<file path="config.mk">
export PLATFORM = sky130hd
export DESIGN_NAME = interrupt_sequencer
export DESIGN_NICKNAME = d
export VERILOG_FILES = /design/src/rtl/cp0_pkg.sv /design/src/rtl/irq_sync_edge.sv /design/src/rtl/interrupt_sequencer.sv
export SDC_FILE = /design/constraint.sdc
export NUM_CORES = 1
export LEC_CHECK = 0
export ABC_CLOCK_PERIOD_IN_PS = 3800
export CORE_MARGIN = 4
export CORE_UTILIZATION = 40
export CTS_CLUSTER_DIAMETER = 100
export CTS_CLUSTER_SIZE = 40
export DETAILED_ROUTE_END_ITERATION = 6
export PLACE_DENSITY = 0.83
export REMOVE_ABC_BUFFERS = 1
export SETUP_SLACK_MARGIN = 0.3
export SYNTH_ARGS = -nofsm -noshare
export SYNTH_HDL_FRONTEND = slang
export SYNTH_SLANG_ARGS = --single-unit
</file>
<file path="constraint.sdc">
create_clock -name clk -period 3.8 [get_ports clk]
set_clock_uncertainty 0.1 [all_clocks]
set_input_delay 0.76 -clock clk [delete_from_list [all_inputs] [get_ports clk]]
set_output_delay 0.76 -clock clk [all_outputs]
set_load 0.05 [all_outputs]
</file>
<file path="src/rtl/cp0_pkg.sv">
// Shared CP0 definitions: cause codes, Enable register bit positions and the
// trap sequencer state encoding.
package cp0_pkg;

  localparam logic [4:0] CAUSE_ILL      = 5'd10;
  localparam logic [4:0] CAUSE_SYS      = 5'd8;
  localparam logic [4:0] CAUSE_IRQ_BASE = 5'd16;

  localparam int unsigned INT_GIE      = 0;
  localparam int unsigned INT_MASK_LSB = 8;

  typedef enum logic [1:0] {
    StIdle,
    StSave,
    StVector,
    StEret
  } seq_state_e;

endpackage

</file>
<file path="src/rtl/irq_sync_edge.sv">
// Two-flop synchronizer for one asynchronous interrupt line, followed by a
// single-cycle rising-edge pulse.
module irq_sync_edge (
  input  logic clk,
  input  logic rst,
  input  logic irq_i,
  output logic edge_o
);

  logic sync1_q, sync2_q, prev_q;

  always_ff @(posedge clk or posedge rst) begin
    if (rst) begin
      sync1_q <= 1'b0;
      sync2_q <= 1'b0;
      prev_q  <= 1'b0;
    end else begin
      sync1_q <= irq_i;
      sync2_q <= sync1_q;
      prev_q  <= sync2_q;
    end
  end

  assign edge_o = sync2_q & ~prev_q;

endmodule

</file>
<file path="src/rtl/interrupt_sequencer.sv">
// Exception/interrupt entry and eret sequencer driving the CP0 write strobes
// and the fetch redirect.
module interrupt_sequencer
  import cp0_pkg::*;
#(
  parameter int unsigned NIRQ = 8
) (
  input  logic            clk,
  input  logic            rst,
  input  logic [NIRQ-1:0] irq_i,
  input  logic            pc_valid_i,
  input  logic [31:0]     pc_i,
  input  logic            ill_exc_i,
  input  logic            sys_exc_i,
  input  logic            eret_i,
  input  logic [31:0]     int_en_i,
  input  logic [31:0]     base_i,
  input  logic [31:0]     epc_i,
  output logic            write_epc_o,
  output logic            write_cause_o,
  output logic            write_int_o,
  output logic [31:0]     epc_pc_o,
  output logic [4:0]      cause_o,
  output logic [31:0]     int_en_o,
  output logic            stall_o,
  output logic            redirect_o,
  output logic [31:0]     redirect_pc_o,
  output logic            busy_o
);

  localparam int unsigned IdxW = $clog2(NIRQ);

  seq_state_e state_q, state_d;

  logic [NIRQ-1:0] irq_edge;
  logic [NIRQ-1:0] pending_q, pending_d;
  logic [NIRQ-1:0] eligible;
  logic [NIRQ-1:0] clr_mask;
  logic [IdxW-1:0] irq_idx;
  logic            exc;
  logic            irq_any;
  logic [4:0]      sel_cause;
  logic            capture;

  logic [31:0] epc_q;
  logic [4:0]  cause_q;
  logic [31:0] int_en_q;

  for (genvar n = 0; n < NIRQ; n++) begin : g_sync
    irq_sync_edge u_sync (
      .clk    (clk),
      .rst    (rst),
      .irq_i  (irq_i[n]),
      .edge_o (irq_edge[n])
    );
  end

  assign exc      = ill_exc_i | sys_exc_i;
  assign eligible = pending_q & {NIRQ{int_en_i[INT_GIE]}} & int_en_i[INT_MASK_LSB +: NIRQ];
  assign irq_any  = |eligible;

  always_comb begin
    irq_idx = '0;
    for (int i = NIRQ - 1; i >= 0; i--) begin
      if (eligible[i]) irq_idx = IdxW'(i);
    end
  end

  always_comb begin
    if (ill_exc_i)      sel_cause = CAUSE_ILL;
    else if (sys_exc_i) sel_cause = CAUSE_SYS;
    else                sel_cause = CAUSE_IRQ_BASE + 5'(irq_idx);
  end

  // A serviced line is cleared in SAVE; a new edge in the same cycle re-sets it.
  always_comb begin
    clr_mask = '0;
    if (state_q == StSave && cause_q >= CAUSE_IRQ_BASE) clr_mask[cause_q[IdxW-1:0]] = 1'b1;
    pending_d = (pending_q & ~clr_mask) | irq_edge;
  end

  always_comb begin
    state_d       = state_q;
    capture       = 1'b0;
    write_epc_o   = 1'b0;
    write_cause_o = 1'b0;
    write_int_o   = 1'b0;
    redirect_o    = 1'b0;
    redirect_pc_o = '0;
    int_en_o      = int_en_q;
    stall_o       = 1'b1;
    unique case (state_q)
      StIdle: begin
        stall_o = pc_valid_i & (exc | irq_any | eret_i);
        // eret outranks interrupts, so an irq is taken only without eret.
        if (pc_valid_i) begin
          if (exc || (!eret_i && irq_any)) begin
            capture = 1'b1;
            state_d = StSave;
          end else if (eret_i) begin
            state_d = StEret;
          end
        end
      end
      StSave: begin
        write_epc_o   = 1'b1;
        write_cause_o = 1'b1;
        write_int_o   = 1'b1;
        state_d       = StVector;
      end
      StVector: begin
        redirect_o    = 1'b1;
        redirect_pc_o = base_i + {24'b0, cause_q, 3'b000};
        state_d       = StIdle;
      end
      StEret: begin
        write_int_o   = 1'b1;
        int_en_o      = int_en_i | 32'h1;
        redirect_o    = 1'b1;
        redirect_pc_o = epc_i;
        state_d       = StIdle;
      end
      default: state_d = StIdle;
    endcase
  end

  always_ff @(posedge clk or posedge rst) begin
    if (rst) begin
      state_q   <= StIdle;
      pending_q <= '0;
      epc_q     <= '0;
      cause_q   <= '0;
      int_en_q  <= '0;
    end else begin
      state_q   <= state_d;
      pending_q <= pending_d;
      if (capture) begin
        epc_q    <= pc_i;
        cause_q  <= sel_cause;
        int_en_q <= int_en_i & ~32'h1;
      end
    end
  end

  assign epc_pc_o = epc_q;
  assign cause_o  = cause_q;
  assign busy_o   = (state_q != StIdle);

endmodule

</file>
==> metrics.md <==
| Metric | Value |
|---|---|
| Outcome | complete, no violations |
| Hold WC Path Type | reg2reg |
| Combinational fraction of design power | 0.593 |
| First-pass GRT wire length | 28.15 mm |
| Initial drt markers | 204 |
| CP endpoint kind | output pin |
| Crit path arrival time | 2700 ps |
| Post-detail-place hpwl | 13.86 mm |
| Reg clk slew, reported paths | 70 ps |
| Max-slew violations | 0 |
| WS Path Type | in2out |
| Fin worst setup slack | 240.5 ps |
| I/O pins | between 200 and 250 |
| Initial Util | 0.4063 |
| Most frequent cell on the critical path | buf_6 |
| Number of routed nets with antenna violations | 0 |
| Sequential share of the synthesized area | 0.4543 |
| Fin crit share | 0.9367 |
| CTS tree | done |
| Grt met2 use | 0.3876 |
| Slowest stage cell, crit path | o311a_1 |
| Die area | 16000 sq um |
| Reg2Reg Depth | 5 |
| Int Pwr | around 3.4 mW |
| Max Root-Sink Buffers | 2 |
| First-pass DRT Iterations | 4 |
| Syn Area/Cell | 10.62 sq um |
| Synth top area share | 0.4543 |
| DP Worst Slack | -343.4 ps |
| Cell Chain, Critical Path | buf_6, ha_4, inv_2, fa_2, and2b_2, o2111ai_4, and2_4, o31a_1, o311a_1, buf_6 |
| Area growth from synthesis to layout | 71.45% |
| Worst skew pair latency | roughly 350 ps |
| Ant diodes | 0 |
| Final Non-Filler Cells | 996 |
| Clk sinks | approximately 100 |
| Final setup vio count | 0 |
| Post-synth EDFFs | 0 |
| Yosys cell types | 63 |
| Number of global-route vias before repair | between 5000 and 6000 |
| F_max | 280.9 MHz |
| Core area | about 14000 sq um |
| Largest cells by area after synthesis | dfrtp_1 45%, mux2_4 17%, nand2_1 7.8% |
| Hold Vio Cnt, Final | 0 |
| Synth warnings | 0 |
| Number of CTS-inserted buffers | 9 |
| Post-Synthesis Cells | 529 |
| Met3 usage | 0.05053 |
| Vias per inst | between 5 and 6 |
| Std cell rows | between 40 and 50 |
| Met1 usage | 0.2552 |
| Largest net degree at the start of global routing | between 40 and 50 |
| Sw Ratio | 0.4222 |
| Asr flop ratio synth | 1.000 |
| # placed instances | ~970 |
| Flop pwr share | 0.261 |
| #FFs+latches synth | about 100 |
| WL final | approximately 18 mm |
| Max-cap violation count | 0 |
| Root Buffer | clkbuf_16 |
| DR WL/cell | ~19 microns |
| Final #Nets | approximately 960 |
| Static leakage | between 4 and 5 nW |
| Mapped cell area | around 5600 sq um |
| Die Wd | about 130 microns |
| Global-route usage over all layers | 0.2228 |
| CP max FO | 2 |
| Crit-path max cell delay | 410 ps |
| WP data required | 2940 ps |
| Clock share of power | 0.146 |
| RSZ-0062 raised after global routing | true |
| PortBufs | 248 |
| Gpl congestion | 0.8873 |
| Tmin final | roughly 3600 ps |
| Yosys top cell by area | dfrtp_1 |
| Peak supply drop | about 410 uV |
| NetSw | approximately 2.5 mW |
| Grt total ovfl | 0 |
| Slew HR | 0.5045 |
| Least-Margin Pin Slew | 742.2 ps |
| Share of cells above drive strength 1 | 0.3039 |
| Initial antenna violation count | 0 |
| Ys flop type | dfrtp_1 |
| Total power | just under 6 mW |
| Vias | between 5000 and 6000 |
| GRT busiest layer | met2 |
| Die Height | around 130 microns |
| Htree depth | 3 |
| Worst hold path depth | 0 |
| Pwr Density | between 600 and 700 nW/um^2 |
| Startpoint type of the worst setup path | input port |
| DR DRC count | 0 |
| Fillers | 996 |
[per-layer routing]
| layer | vias up | wire length, microns |
|---|---|---|
| met3 | 41 | 1398 |
| li1 | 2400 | - |
| met4 | 0 | 764 |
| met1 | 2436 | 7080 |
| met2 | 226 | 9197 |
| met5 | - | 0 |
[area by class of cell]
| class | instances | area [sq um] | share of cell area |
|---|---|---|---|
| clock buffers | 10 | 229.0 | 0.02377 |
| clock inverters | 6 | 46.29 | 0.004806 |
| inverters | 23 | 88.84 | 0.009223 |
| multi-input cells | 377 | 3012 | 0.3127 |
| flip-flops and latches | 102 | 2555 | 0.2653 |
| well taps | 180 | 225.2 | 0.02338 |
| repair buffers | 298 | 3476 | 0.3609 |
[flip-flops by register name, indices dropped and copies added (netlist names)]
signal	flops
cause_o	5
epc_pc_o	32
g_sync.u_sync.prev_q	8
g_sync.u_sync.sync1_q	8
g_sync.u_sync.sync2_q	8
int_en_q	31
pending_q	8
state_q	2
[cells by family after synthesis]
kind of cell,after synthesis,share of synthesized area
compound gates,103,0.1216
xor+xnor,21,0.03274
fa+ha+maj,6,0.01470
buf+inv,50,0.04655
flops,102,0.4543
mux,68,0.1775
simple gates,179,0.1526
[path summary, 6_finish.rpt]
path	from	endpoint	slack (ps)
worst min-delay path	g_sync[5].u_sync.sync1_q$_DFF_PP0_	g_sync[5].u_sync.sync2_q$_DFF_PP0_	250
min in group asynchronous	rst	int_en_q[15]$_DFFE_PP0P_	720
worst max-delay path	base_i[3]	redirect_pc_o[29]	240
max in group asynchronous	rst	int_en_q[4]$_DFFE_PP0P_	2090
worst max register to register	state_q[0]$_DFFE_PP0P_	epc_pc_o[30]$_DFFE_PP0P_	1180
worst min register to register	g_sync[5].u_sync.sync1_q$_DFF_PP0_	g_sync[5].u_sync.sync2_q$_DFF_PP0_	250
[layout by cell type, fill, tap and decap left out, types with 3 or more instances in the layout]
cell type        netlist  final
and4_4                 0      4
dlygate4sd2_1          0     19
inv_1                 21     19
clkbuf_16              0      9
mux2_4                63     63
o21ai_0               39     39
buf_12                 0     63
nand3_1               13     13
and2_1                 6      5
nand2_1              117    116
a21oi_2                0     11
dfrtp_1              102    100
clkdlybuf4s50_1        0    162
a21oi_1               27     14
xor2_1                 8      8
nor2_1                 6      6
o31ai_1                3      3
nand4_1                6      6
buf_4                  1     45
nand2b_1               3      3
nor2b_1                5      5
mux2i_1                4      4
buf_6                  9      6
nor4b_2                0      3
a22o_1                 4      4
o21a_1                 4      4
xnor2_1               13     12
ha_4                   0      5
[power by group through the flow]
stage / clock network (mW) / registers (mW) / logic, mW
after floorplan: 0 / 1.97 / 1.44
after global placement: 0 / 1.52 / 3.35
after detailed placement: 0 / 1.53 / 3.39
after CTS: 0.884 / 1.53 / 3.45
after global routing: 0.931 / 1.55 / 3.60
final: 0.853 / 1.52 / 3.46
[synthesized netlist by cell type, drive strengths merged (4+ instances only)]
library cell,number
mux2,64
dfrtp,102
ha,5
nor4b,4
xnor2,13
clkbuf,12
xor2,8
nor2b,5
o21ai,40
nor2,6
nand3,13
o21a,4
buf,15
a22o,4
inv,22
and2,9
a21oi,27
and4,5
nand2,117
mux2i,4
nand4,7
[critical path: cells and delay by family]
kind / cells / cell delay [ps]
compound gates: 3 / 770
fa+ha+maj: 2 / 450
simple gates: 2 / 420
buf+inv: 3 / 290
[through the flow]
stage	setup TNS [ps]	area, sq um	hold WS, ps	utilization
2_1_floorplan	-3421	5443	231.2	-
3_3_place_gp	-3055	9091	231.9	0.6575
3_5_place_dp	-3190	9091	236.2	0.6575
4_1_cts	0	9573	252.0	0.6923
5_1_grt	0	9632	257.7	0.6966
6_report	0	9632	250.6	0.6966
[timing repair]
| action | in CTS | in global routing |
|---|---|---|
| buffers inserted | 5 | 4 |
| pin swaps | 29 | 5 |
| setup endpoints to repair | 25 | 16 |
| hold buffers | 0 | 0 |
| gates resized for setup | 77 | 5 |
Power figures use the tool's default switching activity.
